## config.mk

```make
export PLATFORM = sky130hd
export DESIGN_NAME = conv_sched
export DESIGN_NICKNAME = d
export VERILOG_FILES = /design/src/rtl/conv_sched.sv
export SDC_FILE = /design/constraint.sdc
export NUM_CORES = 1
export LEC_CHECK = 0
export ABC_AREA = 1
export ABC_CLOCK_PERIOD_IN_PS = 4000
export CAP_MARGIN = 20
export CORE_MARGIN = 2
export CORE_UTILIZATION = 50
export DETAILED_ROUTE_END_ITERATION = 7
export PLACE_DENSITY_LB_ADDON = 0.12
export SKIP_CTS_REPAIR_TIMING = 1
export SYNTH_ARGS = -nofsm -noshare
export SYNTH_HDL_FRONTEND = slang
export SYNTH_SLANG_ARGS = --single-unit
```

## constraint.sdc

```tcl
create_clock -name clk -period 4 [get_ports clk]
set_input_delay 0.6 -clock clk [delete_from_list [all_inputs] [get_ports clk]]
set_output_delay 0.6 -clock clk [all_outputs]
set_load 0.005 [all_outputs]
```

## src/rtl/conv_sched.sv

```systemverilog
// Raster-order window sequencer for the 3x3 conv kernel: fetches 9 zero-padded taps per pixel,
// issues the window, and writes the returned ReLU result into the bank chosen by sel.
module conv_sched #(
  parameter int W_BITS = 6
) (
  input  logic                  clk,
  input  logic                  reset,
  input  logic                  start,
  output logic                  busy,
  output logic                  done,
  output logic                  mem_rd,
  output logic [2*W_BITS-1:0]   mem_addr,
  input  logic [19:0]           mem_rdata,
  output logic                  k_valid,
  output logic [179:0]          k_data,
  output logic                  k_sel,
  input  logic                  k_o_valid,
  input  logic [18:0]           k_o_data,
  output logic                  wr_en,
  output logic                  wr_sel,
  output logic [2*W_BITS-1:0]   wr_addr,
  output logic [19:0]           wr_data
);

  localparam int AW = 2 * W_BITS;

  typedef enum logic [2:0] {IDLE, FETCH, LAST, DRAIN, DONE} state_t;

  state_t              state;
  logic [3:0]          tap;
  logic [W_BITS-1:0]   row, col, nrow, ncol;
  logic                sel, nsel, last_win;
  logic [8:0][19:0]    win, win_cap;
  logic [3:0]          cap_idx;
  logic                cap_pad;
  logic                pending, pend_sel;
  logic [AW-1:0]       pend_addr;

  // Returns {in_bounds, row, col} for tap t of the window centred on (r, c).
  // Coordinates are offset by +1 so the bounds test stays unsigned: valid range is 1..N.
  function automatic logic [AW:0] tap_fetch(input logic [W_BITS-1:0] r,
                                            input logic [W_BITS-1:0] c,
                                            input logic [3:0] t);
    logic [W_BITS+1:0] rr, cc, rm, cm;
    logic [3:0]        dyi, dxi;
    logic              inb;
    dyi = t / 4'd3;
    dxi = t % 4'd3;
    rr  = {2'b00, r} + (W_BITS+2)'(dyi);
    cc  = {2'b00, c} + (W_BITS+2)'(dxi);
    inb = (rr != '0) && (rr <= (W_BITS+2)'(1 << W_BITS)) &&
          (cc != '0) && (cc <= (W_BITS+2)'(1 << W_BITS));
    rm  = rr - (W_BITS+2)'(1);
    cm  = cc - (W_BITS+2)'(1);
    if (inb) return {1'b1, rm[W_BITS-1:0], cm[W_BITS-1:0]};
    else     return '0;
  endfunction

  always_comb begin
    last_win = (&col) & (&row) & sel;
    ncol     = col + W_BITS'(1);
    nrow     = (&col) ? row + W_BITS'(1) : row;
    nsel     = ((&col) & (&row)) ? 1'b1 : sel;
    // mem_rdata this cycle belongs to the previous tap; LAST carries tap 8.
    cap_idx  = (state == LAST) ? 4'd8 : tap - 4'd1;
    win_cap  = win;
    for (int s = 0; s < 9; s++) begin
      if (cap_idx == 4'(s)) win_cap[s] = cap_pad ? 20'd0 : mem_rdata;
    end
  end

  always_ff @(posedge clk or negedge reset) begin
    if (!reset) begin
      state     <= IDLE;
      tap       <= '0;
      row       <= '0;
      col       <= '0;
      sel       <= 1'b0;
      win       <= '0;
      cap_pad   <= 1'b0;
      pending   <= 1'b0;
      pend_sel  <= 1'b0;
      pend_addr <= '0;
      busy      <= 1'b0;
      done      <= 1'b0;
      mem_rd    <= 1'b0;
      mem_addr  <= '0;
      k_valid   <= 1'b0;
      k_data    <= '0;
      k_sel     <= 1'b0;
      wr_en     <= 1'b0;
      wr_sel    <= 1'b0;
      wr_addr   <= '0;
      wr_data   <= '0;
    end else begin
      done     <= 1'b0;
      k_valid  <= 1'b0;
      k_sel    <= 1'b0;
      wr_en    <= 1'b0;
      wr_sel   <= 1'b0;
      wr_addr  <= '0;
      wr_data  <= '0;
      mem_rd   <= 1'b0;
      mem_addr <= '0;
      cap_pad  <= ~mem_rd;

      if (k_o_valid && pending) begin
        wr_en   <= 1'b1;
        wr_sel  <= pend_sel;
        wr_addr <= pend_addr;
        wr_data <= {1'b0, k_o_data};
        pending <= 1'b0;
      end

      case (state)
        IDLE: begin
          if (start) begin
            row   <= '0;
            col   <= '0;
            sel   <= 1'b0;
            tap   <= '0;
            busy  <= 1'b1;
            state <= FETCH;
            {mem_rd, mem_addr} <= tap_fetch('0, '0, 4'd0);
          end
        end
        FETCH: begin
          win <= win_cap;
          if (tap == 4'd8) begin
            state <= LAST;
          end else begin
            tap <= tap + 4'd1;
            {mem_rd, mem_addr} <= tap_fetch(row, col, tap + 4'd1);
          end
        end
        LAST: begin
          win       <= win_cap;
          k_data    <= win_cap;
          k_valid   <= 1'b1;
          k_sel     <= sel;
          pending   <= 1'b1;
          pend_sel  <= sel;
          pend_addr <= {row, col};
          if (last_win) begin
            state <= DRAIN;
          end else begin
            row   <= nrow;
            col   <= ncol;
            sel   <= nsel;
            tap   <= '0;
            state <= FETCH;
            {mem_rd, mem_addr} <= tap_fetch(nrow, ncol, 4'd0);
          end
        end
        DRAIN: begin
          if (wr_en) begin
            state <= DONE;
            done  <= 1'b1;
            busy  <= 1'b0;
          end
        end
        DONE: begin
          state <= IDLE;
        end
        default: state <= IDLE;
      endcase
    end
  end

endmodule

```

==> results of run 1 <==
[layout by cell type (no fill, tap or decap), types with 3 or more instances in the layout]
| cell | instances |
|---|---|
| nand3_2 | 3 |
| nand3b_1 | 3 |
| xor2_1 | 11 |
| nor3_1 | 5 |
| bufinv_16 | 6 |
| o21ai_0 | 295 |
| o21ai_1 | 275 |
| inv_1 | 236 |
| ha_4 | 8 |
| o22ai_1 | 5 |
| xnor2_1 | 4 |
| clkdlybuf4s50_1 | 271 |
| dfrtp_1 | 444 |
| buf_4 | 37 |
| clkbuf_1 | 10 |
| inv_2 | 8 |
| clkinv_2 | 5 |
| nand2_1 | 713 |
| ha_1 | 14 |
| buf_12 | 5 |
| nand3_1 | 57 |
| clkbuf_8 | 14 |
| nor2_2 | 4 |
| nand4_1 | 11 |
| nor2_4 | 5 |
| a21oi_1 | 8 |
| buf_6 | 5 |
| clkbuf_16 | 47 |
| nand2_2 | 16 |
| nor2_1 | 58 |
[power breakdown]
group / switching, mW / leakage [nW] / internal (mW)
Sequential: 0.958 / 5.84 / 6.14
Clock: 1.80 / 0.805 / 2.81
Combinational: 5.15 / 5.25 / 3.78
[metal layers]
metal | track usage | part of all wire | up-vias
li1 | - | - | 7950
met1 | 0.3711 | 0.44 | 7930
met2 | 0.4286 | 0.48 | 439
met3 | 0.04141 | 0.050 | 95
met4 | 0.08629 | 0.030 | 0
met5 | 0 | 0 | -
[sequential cells by signal (all words and copies together) (netlist names), 3 cells and up]
register   count
k_data       180
win          180
wr_data       19
mem_addr      12
pend_addr     12
wr_addr       12
col            6
row            6
tap            4
state          3
[cell families (layout without fill, tap and decap cells)]
family	after synthesis	count (layout)	share of synthesized area
other	1	2	0.0001901
XOR/XNOR	16	16	0.007104
AND/OR/NAND/NOR	890	890	0.1814
AO/OA/AOI/OAI	587	587	0.1497
adder cells (fa/ha/maj)	24	24	0.01598
buffers and inverters	380	651	0.08112
flip-flops	445	445	0.5645
[synthesized netlist by cell type]
master / n
nand2_1: 723
dfrtp_1: 445
o21ai_0: 297
o21ai_1: 273
inv_1: 239
clkbuf_1: 82
nor2_1: 61
nand3_1: 60
buf_2: 28
ha_1: 22
buf_6: 13
xor2_1: 12
buf_4: 11
nand4_1: 11
a21oi_1: 9
nand2_2: 8
inv_2: 6
nor3_1: 5
o22ai_1: 5
xnor2_1: 4
and2_1: 3
nand3b_1: 3
nor2_2: 3
nor2_4: 3
fa_1: 2
nor3_2: 2
nor3_4: 2
nor3b_1: 2
nor4_1: 2
a21oi_2: 1
a31oi_1: 1
buf_1: 1
conb_1: 1
nand2_4: 1
o21ai_2: 1
or2_2: 1
[critical path, delay by kind of cell (launching register included)]
kind | cells | cell delay (ns)
and+or+nand+nor | 14 | 1.33
adders and majority gates | 6 | 1.14
buffers and inverters | 6 | 0.64
DFF | 1 | 0.40
AOI/OAI and AO/OA | 2 | 0.19
[cell type report]
type	count	area, µm²	share of cell area
Tap cell	518	648.1	0.02617
Inverter	245	927.1	0.03743
Clock inverter	14	230.2	0.009294
Timing Repair Buffer	321	3217	0.1299
Clock buffer	71	1406	0.05678
Antenna cell	1	2.502	0.0001010
Multi-Input combinational cell	1518	7202	0.2908
Sequential cell	445	11140	0.4496
[worst max-delay path by stage]
stage | end | cells after the start
after floorplan | mem_addr[0]$_DFF_PN0_ | 26
after global placement | mem_addr[4]$_DFF_PN0_ | 26
after detailed placement | mem_addr[4]$_DFF_PN0_ | 26
after CTS | mem_addr[4]$_DFF_PN0_ | 26
after global routing | mem_addr[5]$_DFF_PN0_ | 28
final | mem_rd$_DFF_PN0_ | 28
==> impl_results.md, run 1 <==
- Result of the run: finished clean
- Leading area contributor after synthesis: dfrtp_1
- Reg-to-reg critical path endpoint: mem_rd$_DFF_PN0_
- Via total after detailed routing: 16,410
- Portion of the clock cycle consumed by the worst path in the final layout: 0.9569
- Number of global-route vias before repair: 15,590
- # fillers: 3,266
- Wire length of the first global-routing pass: 86,040 µm
- CP peak stage delay: 0.44 ns
- Worst-path maximum fanout: 7
- Number of warnings printed during yosys synthesis: 0
- CTS Buf Count: 46
- Required time of the critical path: 4.44 ns
- Number of antenna violations at the first check in global routing: 0
- Minimum setup slack in the final design: 0.1722 ns
- Placed Area: 22,810 µm²
- Number of placed instances, taps included: 3,036
- Mean area per synthesized cell: 8.419 µm²
- Final weighted congestion in routability-driven placement: 0.8827
- First-pass iteration count of the detailed router: 5
- Critical path launch point type: flop
- Area of the core: 38,830 µm²
- Synthesized instance count: 2,343
- Total power divided by cell area: 833.0 nW/µm²
- Critical Path Slowest Stage Cell: fa_2
- Total power draw: 20.63 mW
- Achievable clock frequency: 261.2 MHz
- Tot GR Track Use: 0.2658
- Number of maximum-capacitance violations: 0
- Min Tclk post-route: 3.828 ns
- Final Hold Fails: 0
- Worst hold slack: 0.02019 ns
- Number of remaining DRC errors: 0
- Dominant cells by area after synthesis: dfrtp_1 56%, nand2_1 14%, o21ai_0 7.5%
- Finished Core Util: 0.6380
- Element type at the critical path end: flop
- Relative area change from synthesis to final layout: 25.57%
- Number of H-tree levels: 2
- Die H: 202.6 µm
- Source-to-sink clock delay at the later pin of the worst-skew pair: 0.58 ns
- Routed length per instance: 17.41 µm
- IO Port Bufs: 272
- Synthesized area: 19,730 µm²
- Synth Register Bits: 445
- Cell Count, Final, Fillers Out: 3,133
- Largest net degree at the start of global routing: 184
- Layout cells sized above 1: 0.07077
- Worst VDD drop: 0.0006489 V
- Max-slew violation count: 0
- Clock transition time at the flip-flop clock pins of the worst setup and hold paths: 0.06 ns
- Critical Setup Path Class: flop to flop
- Post-DR vias/cell: 5.239
- Clock tree root driver cell: clkbuf_16
- Lkg Pwr: 11.90 nW
- Aggregate routed wire length: 54,540 µm
- Cell variety after synth: 36
- Data arrival time of the critical path: 4.27 ns
- Clock tree from TritonCTS: yes
- Flop2flop setup slack: 0.17 ns
- CTS max path bufs: 3
- Setup WS pre-CTS: -0.03466 ns
- DIE AREA: 41,060 µm²
- Most frequent CP cell: ha_4
- Number of DRC violations after detailed-routing iteration 0: 1,223
- Worst-margin pin slew: 1.002 ns
- Overall die width: 202.6 µm
- Synth Net Count: 2,410
- Worst min path class: input port to async pin
- Worst slew margin relative to its limit: 0.3322
- Final-stage net count: 2,644
- Synth top area share: 0.5645
- Effective utilization at floorplan: 0.5081
- Number of clock sinks: 445
- Sum of negative setup slack: 0 ns
- Number of top-level design ports: 274
- Overflow left after global routing: 0
- Dpl hpwl: 36,020 µm
- Total number of placement rows: 72
- Worst setup startpoint: tap[0]$_DFFE_PN0P_
- Post-route standard cell area excluding fillers: 24,770 µm²
- R2R cell count: 28
- Worst clock skew: 0.02344 ns
- Final setup vio count: 0
- Post-DRT Antenna Nets: 0
- Launch point of the worst reg-to-reg path: tap[0]$_DFFE_PN0P_
- Fraction of the yosys area taken by sequential cells: 0.5645
(Power assumes the default switching activity.)
==> run 2: changes to the inputs <==
Settings changed: ABC_CLOCK_PERIOD_IN_PS 4000 to 4500, CORE_UTILIZATION 50 to 59, SLEW_MARGIN from default to 20.
Clock period 4 ns to 4.5 ns, I/O delays scaled along.
==> run 2 against run 1 <==
Non-clock buffer count is 24 lower. First-iteration DRC count is 37% higher. Register-to-register slack better by 0.14 ns. Sequential power is 11% lower. Die area is 15% lower. Worst hold slack better by 0.086 ns. Utilization is 10 points higher. Clock skew is 0.0049 ns lower. Largest cell class unchanged. Largest power group unchanged.
==> impl_results.md, run 2 (synthesis results as in run 1) <==
- Result of the run: finished clean
- Die H: 186.9 µm
- Layout cells sized above 1: 0.05412
- Min Tclk post-route: 4.191 ns
- Critical Setup Path Class: flop to flop
- Worst slew margin relative to its limit: 0.3682
- Post-DR vias/cell: 5.524
- Post-DRT Antenna Nets: 0
- CP peak stage delay: 0.47 ns
- Final setup vio count: 0
- Worst VDD drop: 0.0003882 V
- FF+latch area: 11,140 µm²
- Max-slew violation count: 0
- Overflow left after global routing: 0
- CTS Buf Count: 45
- Worst-margin pin slew: 0.9476 ns
- Critical path launch point type: flop
- Largest registers ranked by flip-flop count: k_data (180), win (180), wr_data (19)
- Achievable clock frequency: 238.6 MHz
- Minimum setup slack in the final design: 0.3091 ns
- Number of clock sinks: 445
- First-pass iteration count of the detailed router: 6
- Worst min path class: input port to async pin
- Number of DRC violations after detailed-routing iteration 0: 1,673
- Critical Path Slowest Stage Cell: fa_1
- Number of remaining DRC errors: 0
- Number of top-level design ports: 274
- Cell Count, Final, Fillers Out: 3,030
- CTS max path bufs: 3
- Sum of negative setup slack: 0 ns
- Clock tree root driver cell: clkbuf_16
- Worst-path maximum fanout: 6
- Effective utilization at floorplan: 0.6032
- Clock tree from TritonCTS: yes
- # fillers: 2,434
- Aggregate routed wire length: 53,350 µm
- Dpl hpwl: 34,990 µm
- Total power divided by cell area: 728.3 nW/µm²
- Relative area change from synthesis to final layout: 22.35%
- Portion of the clock cycle consumed by the worst path in the final layout: 0.9313
- Commonest cells after routing, fill and taps aside: 718 x nand2_1, 442 x dfrtp_1, 296 x o21ai_0, 274 x o21ai_1, 271 x clkdlybuf4s50_1
- IO Port Bufs: 272
- Number of buffers and inverters on the critical path: 5
- Final-stage net count: 2,619
- Number of global-route vias before repair: 15,960
- Final weighted congestion in routability-driven placement: 0.8660
- Number of antenna violations at the first check in global routing: 1
- Total number of placement rows: 66
- Via total after detailed routing: 16,740
- Most common cell after layout, fill and taps aside: nand2_1
- Routed length per instance: 17.61 µm
- Setup WS pre-CTS: -0.1894 ns
- Area of the core: 32,700 µm²
- Number of placed instances, taps included: 2,941
- Worst clock skew: 0.01853 ns
- Overall die width: 186.9 µm
- Multi-input gate area in the final layout: 7056 µm²
- Tot GR Track Use: 0.3038
- Kind of cell with the highest combined delay on the critical path: adder cells
- Element type at the critical path end: flop
- Source-to-sink clock delay at the later pin of the worst-skew pair: 0.55 ns
- Clock transition time at the flip-flop clock pins of the worst setup and hold paths: 0.06 ns
- Wire length of the first global-routing pass: 84,410 µm
- Lkg Pwr: 11.69 nW
- Largest net degree at the start of global routing: 129
- Data arrival time of the critical path: 4.66 ns
- Number of H-tree levels: 2
- Number of maximum-capacitance violations: 0
- DIE AREA: 34,910 µm²
- Total power draw: 17.58 mW
- Final Hold Fails: 0
- Required time of the critical path: 4.97 ns
run 2: layer usage:
layer / vias up / GRT usage / routed length [µm]
met3: 123 / 0.04972 / 3912
met1: 8085 / 0.4181 / 22200
li1: 7903 / - / -
met4: 0 / 0.1190 / 2024
met2: 626 / 0.4886 / 25210
met5: - / 0 / 0
run 2: layout make-up:
| cell class | instances | share of cell area |
|---|---|---|
| repair buffers | 297 | 0.1231 |
| clock buffers | 74 | 0.05951 |
| diodes | 1 | 0.0001037 |
| inverters | 245 | 0.03841 |
| well taps | 442 | 0.02291 |
| multi-input cells | 1518 | 0.2923 |
| clock inverters | 8 | 0.002125 |
| flip-flops and latches | 445 | 0.4615 |
run 2: path summary, 6_finish.rpt:
path	from	to	slack, ns	depth (start not counted)
max	tap[0]$_DFFE_PN0P_	mem_addr[3]$_DFF_PN0_	0.31	25
min	reset	win[53]$_DFFE_PN0P_	0.11	1
max reg2reg	tap[0]$_DFFE_PN0P_	mem_addr[3]$_DFF_PN0_	0.31	25
min reg2reg	mem_rd$_DFF_PN0_	cap_pad$_DFF_PN0_	0.42	1
max in group asynchronous	reset	row[4]$_DFFE_PN0P_	3.29	2
min in group clk	mem_rd$_DFF_PN0_	cap_pad$_DFF_PN0_	0.42	1
run 2: where the power goes:
group / switching [mW] / total [mW] / internal [mW] / leakage, nW
combinational: 4.48 / 7.52 / 3.03 / 5.11
sequential: 0.891 / 6.35 / 5.46 / 5.84
clock: 1.54 / 3.71 / 2.17 / 0.742
total: 6.91 / 17.6 / 10.7 / 11.7
run 2: per-stage QoR:
| stage | area [µm²] | utilization | hold WS, ns |
|---|---|---|---|
| 3_3_place_gp | 22550 | 0.6895 | 0.4205 |
| 2_1_floorplan | 19730 | - | 0.3794 |
| 5_1_grt | 24140 | 0.7381 | 0.1575 |
| 4_1_cts | 24040 | 0.7350 | 0.1341 |
| 6_report | 24140 | 0.7381 | 0.1062 |
| 3_5_place_dp | 22550 | 0.6895 | 0.4105 |
